[config.mk]
export PLATFORM = sky130hd
export DESIGN_NAME = lpddr2_port_arbiter
export DESIGN_NICKNAME = d
export VERILOG_FILES = /design/src/rtl/lpddr2_port_arbiter.sv
export SDC_FILE = /design/constraint.sdc
export NUM_CORES = 1
export LEC_CHECK = 0
export ABC_AREA = 1
export BUFFER_PORTS_ARGS = -buffer_cell sky130_fd_sc_hd__buf_2
export CAP_MARGIN = 10
export CORE_ASPECT_RATIO = 1.5
export CORE_MARGIN = 5
export CORE_UTILIZATION = 25
export CTS_CLUSTER_SIZE = 12
export DETAILED_ROUTE_END_ITERATION = 10
export HOLD_SLACK_MARGIN = 0.08
export PLACE_DENSITY = 0.46
export SLEW_MARGIN = 20
export SYNTH_ARGS = -nofsm -noshare
export SYNTH_HDL_FRONTEND = slang
export SYNTH_SLANG_ARGS = --single-unit
[constraint.sdc]
create_clock -name clk -period 1.45 [get_ports clk]
set_input_delay 0.145 -clock clk [delete_from_list [all_inputs] [get_ports clk]]
set_output_delay 0.145 -clock clk [all_outputs]
set_load 0.005 [all_outputs]
[src/rtl/lpddr2_port_arbiter.sv]
// Round-robin arbiter sharing one LPDDR2 command port between fetch (A) and data (B) ports.
// Optional watchdog: define LPDDR2_TIMEOUT_EN to abort stuck transactions and pulse err.
module lpddr2_port_arbiter #(
  parameter int ADDR_W         = 27,
  parameter int DATA_W         = 32,
  parameter int TIMEOUT_CYCLES = 1023
) (
  input  logic              clk,
  input  logic              rst,
  input  logic              a_req,
  input  logic [ADDR_W-1:0] a_addr,
  output logic [DATA_W-1:0] a_rdata,
  output logic              a_done,
  input  logic              b_req,
  input  logic              b_we,
  input  logic [ADDR_W-1:0] b_addr,
  input  logic [DATA_W-1:0] b_wdata,
  output logic [DATA_W-1:0] b_rdata,
  output logic              b_done,
  output logic [ADDR_W-1:0] address,
  output logic [DATA_W-1:0] write_data,
  output logic              write_req,
  output logic              read_req,
  input  logic              mem_ready,
  input  logic [DATA_W-1:0] read_data,
  input  logic              read_valid,
  output logic              err
);

  typedef enum logic [1:0] {S_IDLE, S_ISSUE, S_WAIT_RD, S_RESP} state_t;
  typedef enum logic {PORT_A = 1'b0, PORT_B = 1'b1} port_t;

  state_t            r_state;
  port_t             r_owner;
  port_t             r_last_grant;
  logic              r_we;
  logic [ADDR_W-1:0] r_address;
  logic [DATA_W-1:0] r_write_data;
  logic [DATA_W-1:0] r_a_rdata;
  logic [DATA_W-1:0] r_b_rdata;
  logic              r_read_req;
  logic              r_write_req;
  logic              r_a_done;
  logic              r_b_done;

  port_t             w_grant;
  logic              w_grant_we;
  logic              w_busy;
  logic              w_accept;
  logic              w_wr_hit;
  logic              w_rd_hit;
  logic              w_timeout;
  logic              w_finish;
  logic [DATA_W-1:0] w_rdata_next;

  // Lone requester wins; on a tie the port not served last time wins.
  // NOTE: the default assignment first keeps this block free of inferred latches.
  always_comb begin
    w_grant = PORT_A;
    if (a_req && b_req) w_grant = (r_last_grant == PORT_A) ? PORT_B : PORT_A;
    else if (b_req)     w_grant = PORT_B;
  end

  assign w_grant_we = (w_grant == PORT_B) && b_we;
  assign w_busy     = (r_state == S_ISSUE) || (r_state == S_WAIT_RD);
  assign w_accept   = (r_state == S_ISSUE) && mem_ready;
  assign w_wr_hit   = r_we && w_accept;
  assign w_rd_hit   = !r_we && read_valid && (w_accept || (r_state == S_WAIT_RD));
  assign w_finish   = w_wr_hit || w_rd_hit || w_timeout;

`ifdef LPDDR2_TIMEOUT_EN
  localparam int TMO_W = $clog2(TIMEOUT_CYCLES + 1);
  localparam logic [TMO_W-1:0]  TMO_LAST  = TMO_W'(TIMEOUT_CYCLES - 1);
  localparam logic [DATA_W-1:0] TMO_RDATA = DATA_W'(32'hDEADBEEF);

  logic [TMO_W-1:0] r_tmo_cnt;
  logic             r_err;

  // A real completion in the final cycle beats the watchdog.
  assign w_timeout    = w_busy && !w_wr_hit && !w_rd_hit && (r_tmo_cnt == TMO_LAST);
  assign w_rdata_next = w_timeout ? TMO_RDATA : read_data;
  assign err          = r_err;

  // Counter idles at zero outside ISSUE/WAIT_RD, so every ISSUE entry starts from 0.
  always_ff @(posedge clk or negedge rst) begin
    if (!rst) begin
      r_tmo_cnt <= '0;
      r_err     <= 1'b0;
    end else begin
      r_err <= w_timeout;
      if (!w_busy)                    r_tmo_cnt <= '0;
      else if (r_tmo_cnt != TMO_LAST) r_tmo_cnt <= r_tmo_cnt + 1'b1;
    end
  end
`else
  logic w_unused_tmo;

  assign w_timeout    = 1'b0;
  assign w_rdata_next = read_data;
  assign err          = 1'b0;
  assign w_unused_tmo = (TIMEOUT_CYCLES == 0);
`endif

  // NOTE: data and rdata holding registers are reset too, so every output reads 0 during rst.
  always_ff @(posedge clk or negedge rst) begin
    if (!rst) begin
      r_state      <= S_IDLE;
      r_owner      <= PORT_A;
      r_last_grant <= PORT_A;
      r_we         <= 1'b0;
      r_address    <= '0;
      r_write_data <= '0;
      r_a_rdata    <= '0;
      r_b_rdata    <= '0;
      r_read_req   <= 1'b0;
      r_write_req  <= 1'b0;
      r_a_done     <= 1'b0;
      r_b_done     <= 1'b0;
    end else begin
      // NOTE: non-blocking assignments so every branch sees the pre-edge state.
      r_a_done <= 1'b0;
      r_b_done <= 1'b0;
      unique case (r_state)
        S_IDLE: begin
          if (a_req || b_req) begin
            r_owner      <= w_grant;
            r_last_grant <= w_grant;
            r_we         <= w_grant_we;
            r_address    <= (w_grant == PORT_B) ? b_addr : a_addr;
            if (w_grant_we) r_write_data <= b_wdata;
            r_read_req   <= !w_grant_we;
            r_write_req  <= w_grant_we;
            r_state      <= S_ISSUE;
          end
        end
        S_ISSUE, S_WAIT_RD: begin
          if (w_accept || w_timeout) begin
            r_read_req  <= 1'b0;
            r_write_req <= 1'b0;
          end
          if (w_finish) begin
            r_state  <= S_RESP;
            r_a_done <= (r_owner == PORT_A);
            r_b_done <= (r_owner == PORT_B);
            if (!r_we) begin
              if (r_owner == PORT_A) r_a_rdata <= w_rdata_next;
              else                   r_b_rdata <= w_rdata_next;
            end
          end else if (w_accept) begin
            r_state <= S_WAIT_RD;
          end
        end
        S_RESP:  r_state <= S_IDLE;
        default: r_state <= S_IDLE;
      endcase
    end
  end

  assign address    = r_address;
  assign write_data = r_write_data;
  assign read_req   = r_read_req;
  assign write_req  = r_write_req;
  assign a_rdata    = r_a_rdata;
  assign b_rdata    = r_b_rdata;
  assign a_done     = r_a_done;
  assign b_done     = r_b_done;

endmodule
=== Word-level counts from Yosys, hierarchy flattened ===
Cells that the tools add are included.

* Register bits: 131
* Input bits: 125
* Output and inout port bits: 128

* Equal/unequal tests: 6
* Muxes and demuxes: 17
* Bitwise operators: 2
* Reduce and logical (&&, ||, !) cells: 20

{| class="wikitable"
|+ Operators with widths
! cell !! count
|-
| 27-bit two-way mux || 1
|-
| 1-bit two-way mux || 10
|-
| 4-bit AND reduction || 2
|-
| 1-bit logical AND || 6
|-
| 2-bit two-way mux || 3
|-
| 2-bit one-hot mux with 3 select lines || 1
|-
| 3-bit AND reduction || 2
|-
| 2-bit equality test, second input constant || 2
|-
| 2-bit != test, second input constant || 2
|-
| 1-bit one-hot mux with 2 select lines || 2
|-
| 2-bit AND reduction || 2
|-
| 1-bit logical OR || 3
|-
| 3-bit != test, second input constant || 1
|-
| 2-bit by 1-bit equality test with 1-bit output, second input constant || 1
|-
| 1-bit logical NOT || 2
|-
| 2-bit logical NOT || 1
|-
| 1-bit inverter || 2
|-
| 2-bit nonzero test || 1
|-
| 2-bit OR reduction || 1
|}

=== Depth between registers and ports, before layout ===
* Depth in word-level cells: 7
* Mapped depth: 10

=== Worst setup path before layout ===
OpenSTA, ideal clock, no wires.

* Kind: reg-to-reg
* Start point: register r_state[0]
* End point: register r_a_rdata[23], in the netlist a_rdata[23]
* Setup time: 0.117 ns
* Arrival time: 1.408 ns
* Required time: 1.333 ns
* Path slack: -0.076 ns
* Cell stages (with the launch flop): 9
* Clock period less this slack: 1.526 ns
* Cells stage by stage: dfrtp_1 inv_1 ha_1 inv_2 nor2_2 nand4_4 buf_6 nand2_1 o21ai_2

* Longest elaborated chain between the ends: 6
* Elaborated cells between the ends (all ways): 9
* Those cells by class: 2 x eq/ne; 7 x reduce/logical

{| class="wikitable"
|+ Ends and longest elaborated chain
! item !! RTL line !! text
|-
| from (decl) || 33 || <nowiki>state_t r_state;</nowiki>
|-
| from (signal assigned) || 107 || <nowiki>r_state <= S_IDLE;</nowiki>
|-
| from (signal assigned) || 133 || <nowiki>r_state <= S_ISSUE;</nowiki>
|-
| from (signal assigned) || 142 || <nowiki>r_state <= S_RESP;</nowiki>
|-
| 2-bit by 1-bit equality test with 1-bit output || 66, 123 ||
|-
| 1-bit logical AND || 66 || <nowiki>assign w_accept = (r_state == S_ISSUE) && mem_ready;</nowiki>
|-
| 1-bit logical OR || 68 || <nowiki>assign w_rd_hit = !r_we && read_valid && (w_accept || (r_state == S_WAIT_RD));</nowiki>
|-
| 1-bit logical AND || 68 ||
|-
| 1-bit logical OR || 69 || <nowiki>assign w_finish = w_wr_hit || w_rd_hit || w_timeout;</nowiki>
|-
| 4-bit AND reduction (no source line) * || - ||
|-
| to (signal assigned) || 146 || <nowiki>if (r_owner == PORT_A) r_a_rdata <= w_rdata_next;</nowiki>
|-
| to (decl) || 39 || <nowiki>logic [DATA_W-1:0] r_a_rdata;</nowiki>
|}

Every way passes the cells marked *; elsewhere a longest branch is shown, timed or not.
A chain may end at the register's enable or synchronous reset.

=== Worst setup path in the final report ===
* Start point: register r_state[0]
* End point: register r_a_rdata[15], in the netlist a_rdata[15]

Same word-level chain as after synthesis.

==> flow_metrics.env <==
export IMPL_run_status="finished with violations"
export IMPL_violations="negative setup slack"
export IMPL_synth_async_sr_flop_share_pct=100
export IMPL_mostFrequentLayoutCell="sky130_fd_sc_hd__buf_2"
export IMPL_critical_path_max_fanout=25
export IMPL_synth_ff_type="sky130_fd_sc_hd__dfrtp_1"
export IMPL_vias_in_the_first_global_route=5745
export IMPL_clock_sink_count=131
export IMPL_met2_usage_pct=26.4
export IMPL_report_power_total_mw=16.7
export IMPL_max_cap_violations=0
export IMPL_timing_final_hold_violations=0
export IMPL_synth_cells=617
export IMPL_final_period_utilization_pct=102
export IMPL_synthesized_netlist_net_count=745
export IMPL_row_count=66
export IMPL_ys_seq_elements=131
export IMPL_layout_net_count=1131
export IMPL_r2r_end="a_rdata[15]$_DFFE_PN0P_"
export IMPL_globalRouteOverflowTotal=0
export IMPL_htreeDepth=4
export IMPL_ioPinCount=253
export IMPL_portBuffers=251
export IMPL_grtUsageTotal_pct=14.8
export IMPL_worstHoldEndpoint="address[5]$_DFFE_PN0P_"
export IMPL_worst_setup_slack_for_register_to_register_paths_ns=-0.03
export IMPL_synthesis_yosys_warnings=0
export IMPL_clock_power_share_pct=23.0
export IMPL_syn_area_mm2=0.00556
export IMPL_synth_simple_gate_area_share_pct=22.5
export IMPL_fp_dieH_um=193
export IMPL_critPathArrivalTime_ns=1.82
export IMPL_category_of_the_critical_setup_timing_path="reg2reg"
export IMPL_setup_viol=25
export IMPL_setup_ws_ns=-0.0320
export IMPL_sequential_cell_area_mm2=0.00328
export IMPL_cell_chosen_for_the_clock_root="sky130_fd_sc_hd__clkbuf_16"
export IMPL_detail_route_drc_violations=0
export IMPL_routed_wirelength_mm=18.7
export IMPL_total_clock_buffers_created_by_cts=17
export IMPL_synth_edf_count=0
export IMPL_most_common_layout_cells="sky130_fd_sc_hd__buf_2 (250), sky130_fd_sc_hd__nand2_1 (233), sky130_fd_sc_hd__dfrtp_1 (130)"
export IMPL_pwr_share_comb_pct=40.0
export IMPL_clock_tree_from_tritoncts="built"
export IMPL_num_vias=5377
export IMPL_floorplan_initialDensity_pct=25.5
export IMPL_worstHoldPathCells=3
export IMPL_synth_top_family_by_area="simple AND/OR/NAND/NOR gates"
export IMPL_dp_final_hpwl_mm=13.2
export IMPL_vdd_ir_drop_worst_mv=0.720
export IMPL_drt_pre_antenna_iters=4
export IMPL_cts_max_path_buffers=2
export IMPL_grt_pass1_wl_mm=29.8
export IMPL_syn_to_final_growth_pct=62.7
export IMPL_post_synth_num_cell_types=21
export IMPL_pre_cts_ws_ns=-0.0634
export IMPL_fp_coreArea_mm2=0.0218
export IMPL_place_congestion=0.737
export IMPL_holdCritPathClass="in2reg"
export IMPL_power_share_sequential_pct=37.0
export IMPL_antenna_found_initial=3
export IMPL_yosys_area_share_adder_pct=0.675
export IMPL_wl_per_cell_um=14.6
export IMPL_synth_seq_area_share_pct=59.0
export IMPL_maximum_number_of_pins_on_one_net_before_global_route_repair=53
export IMPL_first_iter_violations=181
export IMPL_multi_input_comb_area_mm2=0.00193
export IMPL_clock_skew_final_ns=0.0105
export IMPL_cellPowerDensity_mw_per_mm2=1840
export IMPL_number_of_nets_with_antenna_violations_after_detailed_routing=0
export IMPL_slew_violations=0
export IMPL_detail_route_vias_per_cell=4.18
export IMPL_synth_area_mux_share_pct=0
export IMPL_grt_use_met1_pct=15.5
export IMPL_synth_xor_area_share_pct=0
export IMPL_fp_dieW_um=132
export IMPL_startpoint_kind_of_the_worst_setup_timing_path="register"
export IMPL_rsz_0062_raised_after_global_routing="yes"
export IMPL_drive_gt1_share_pct=36.0
export IMPL_p_int_mw=10.7
export IMPL_worst_r2r_startpoint="r_state[0]$_DFFE_PN0P_"
export IMPL_leakagePower_nw=4.92
export IMPL_fraction_of_the_core_area_covered_by_cells_at_the_end_of_the_flow_pct=41.5
export IMPL_grt_busiest_layer="met2"
export IMPL_critical_path_required_ns=1.79
export IMPL_synth_compound_area_share_pct=10.6
export IMPL_clkTransAtPathRegs_ns=0.06
export IMPL_period_needed_ns=1.48
export IMPL_hold_path_startpoint="a_addr[5]"
export IMPL_fmax_mhz=675
export IMPL_worst_r2r_path_depth=7
export IMPL_fill_cells=2185
export IMPL_switching_power_mw=5.94
export IMPL_kind_of_end_point_of_the_critical_path="register"
export IMPL_synth_area_per_cell_um2=9.01
export IMPL_global_route_usage_met3_pct=4.36
export IMPL_clock_insertion_delay_worst_skew_ns=0.42
export IMPL_power_switching_share_pct=35.7
export IMPL_die_area_mm2=0.0254
-- synth_stat cells (3+ instances only) --
cell	count	area share [%]
sky130_fd_sc_hd__buf_2	15	1.4
sky130_fd_sc_hd__buf_4	6	0.81
sky130_fd_sc_hd__buf_6	9	1.8
sky130_fd_sc_hd__dfrtp_1	131	59
sky130_fd_sc_hd__ha_1	3	0.68
sky130_fd_sc_hd__inv_1	41	2.8
sky130_fd_sc_hd__inv_2	5	0.34
sky130_fd_sc_hd__nand2_1	239	16
sky130_fd_sc_hd__nand2_2	3	0.34
sky130_fd_sc_hd__nand3_1	34	3.1
sky130_fd_sc_hd__nor2_1	30	2.0
sky130_fd_sc_hd__nor2_2	3	0.34
sky130_fd_sc_hd__o21ai_0	44	4.0
sky130_fd_sc_hd__o21ai_1	16	1.4
sky130_fd_sc_hd__o21ai_2	32	5.0
-- per-layer routing --
layer | part of all wire, % | wire (um)
met1 | 37 | 6890
met2 | 53 | 9980
met3 | 4.9 | 920
met4 | 4.6 | 864
met5 | 0.28 | 53
-- power groups by stage --
stage / clock [mW] / sequential (mW) / combinational [mW]
6_report: 3.83 / 6.17 / 6.65
5_1_grt: 4.12 / 6.40 / 7.57
4_1_cts: 3.98 / 6.16 / 6.67
3_5_place_dp: 0 / 6.18 / 6.37
3_3_place_gp: 0 / 6.21 / 6.29
2_1_floorplan: 0 / 6.32 / 3.06
-- worst max-delay path by stage --
stage          slack [ns]              startpoint                 endpoint  cells past startpoint
6_report            -0.03  r_state[0]$_DFFE_PN0P_  a_rdata[15]$_DFFE_PN0P_                      7
5_1_grt             -0.13  r_state[0]$_DFFE_PN0P_  b_rdata[26]$_DFFE_PN0P_                     10
4_1_cts             -0.04  r_state[1]$_DFFE_PN0P_  a_rdata[23]$_DFFE_PN0P_                      8
3_5_place_dp        -0.06  r_state[0]$_DFFE_PN0P_  a_rdata[15]$_DFFE_PN0P_                      8
3_3_place_gp        -0.03  r_state[0]$_DFFE_PN0P_   a_rdata[3]$_DFFE_PN0P_                      8
2_1_floorplan       0.005  r_state[0]$_DFFE_PN0P_  a_rdata[23]$_DFFE_PN0P_                      8
-- through the flow --
stage | instance area [um2] | hold slack [ns] | instances | setup TNS (ns)
after floorplan | 5570 | -0.151 | 617 | 0
after global placement | 7260 | -0.00428 | 1136 | -0.987
after detailed placement | 7260 | -0.00333 | 1136 | -2.76
after CTS | 8970 | 0.0859 | 1282 | -0.480
after global routing | 9040 | 0.0854 | 1284 | -6.41
final | 9050 | 0.0662 | 1285 | -0.381
-- cell type report --
cell class              instances  area share (%)
clock inverters                 5           0.332
multi-input cells             408            21.3
diodes                          1          0.0277
well taps                     272            3.76
repair buffers                399            31.0
flip-flops and latches        131            36.3
inverters                      46            1.96
clock buffers                  23            5.39
-- logic make-up after synthesis --
group	count (synthesis)
fa+ha+maj	3
simple gates	311
other cells	1
buf+inv	78
flops	131
compound gates	93
-- state kept, by name (all words and copies together) (netlist names) --
name and cells:
read_req 1, write_data 32, b_rdata 32, address 27, write_req 1, b_done 1
r_state 2, a_rdata 32, r_last_grant 1, a_done 1, r_we 1
-- critical path: stages, from the launching register on --
cell                        delay [ns]
sky130_fd_sc_hd__dfrtp_1          0.37
sky130_fd_sc_hd__inv_2            0.07
sky130_fd_sc_hd__ha_4             0.29
sky130_fd_sc_hd__inv_4            0.04
sky130_fd_sc_hd__nor2_4           0.09
sky130_fd_sc_hd__nand4_4          0.14
sky130_fd_sc_hd__clkbuf_16        0.26
sky130_fd_sc_hd__o21ai_2          0.14
-- timing repair --
action | CTS | global route
gates resized for setup | 6 | 18
hold buffers | 118 | 0
setup endpoints to repair | 66 | 118
hold endpoints to repair | 254 | 0
pin swaps | 0 | 1
gates cloned | 0 | 1
buffers inserted | 0 | 1
No activity file was read; power rests on OpenSTA's default activity.
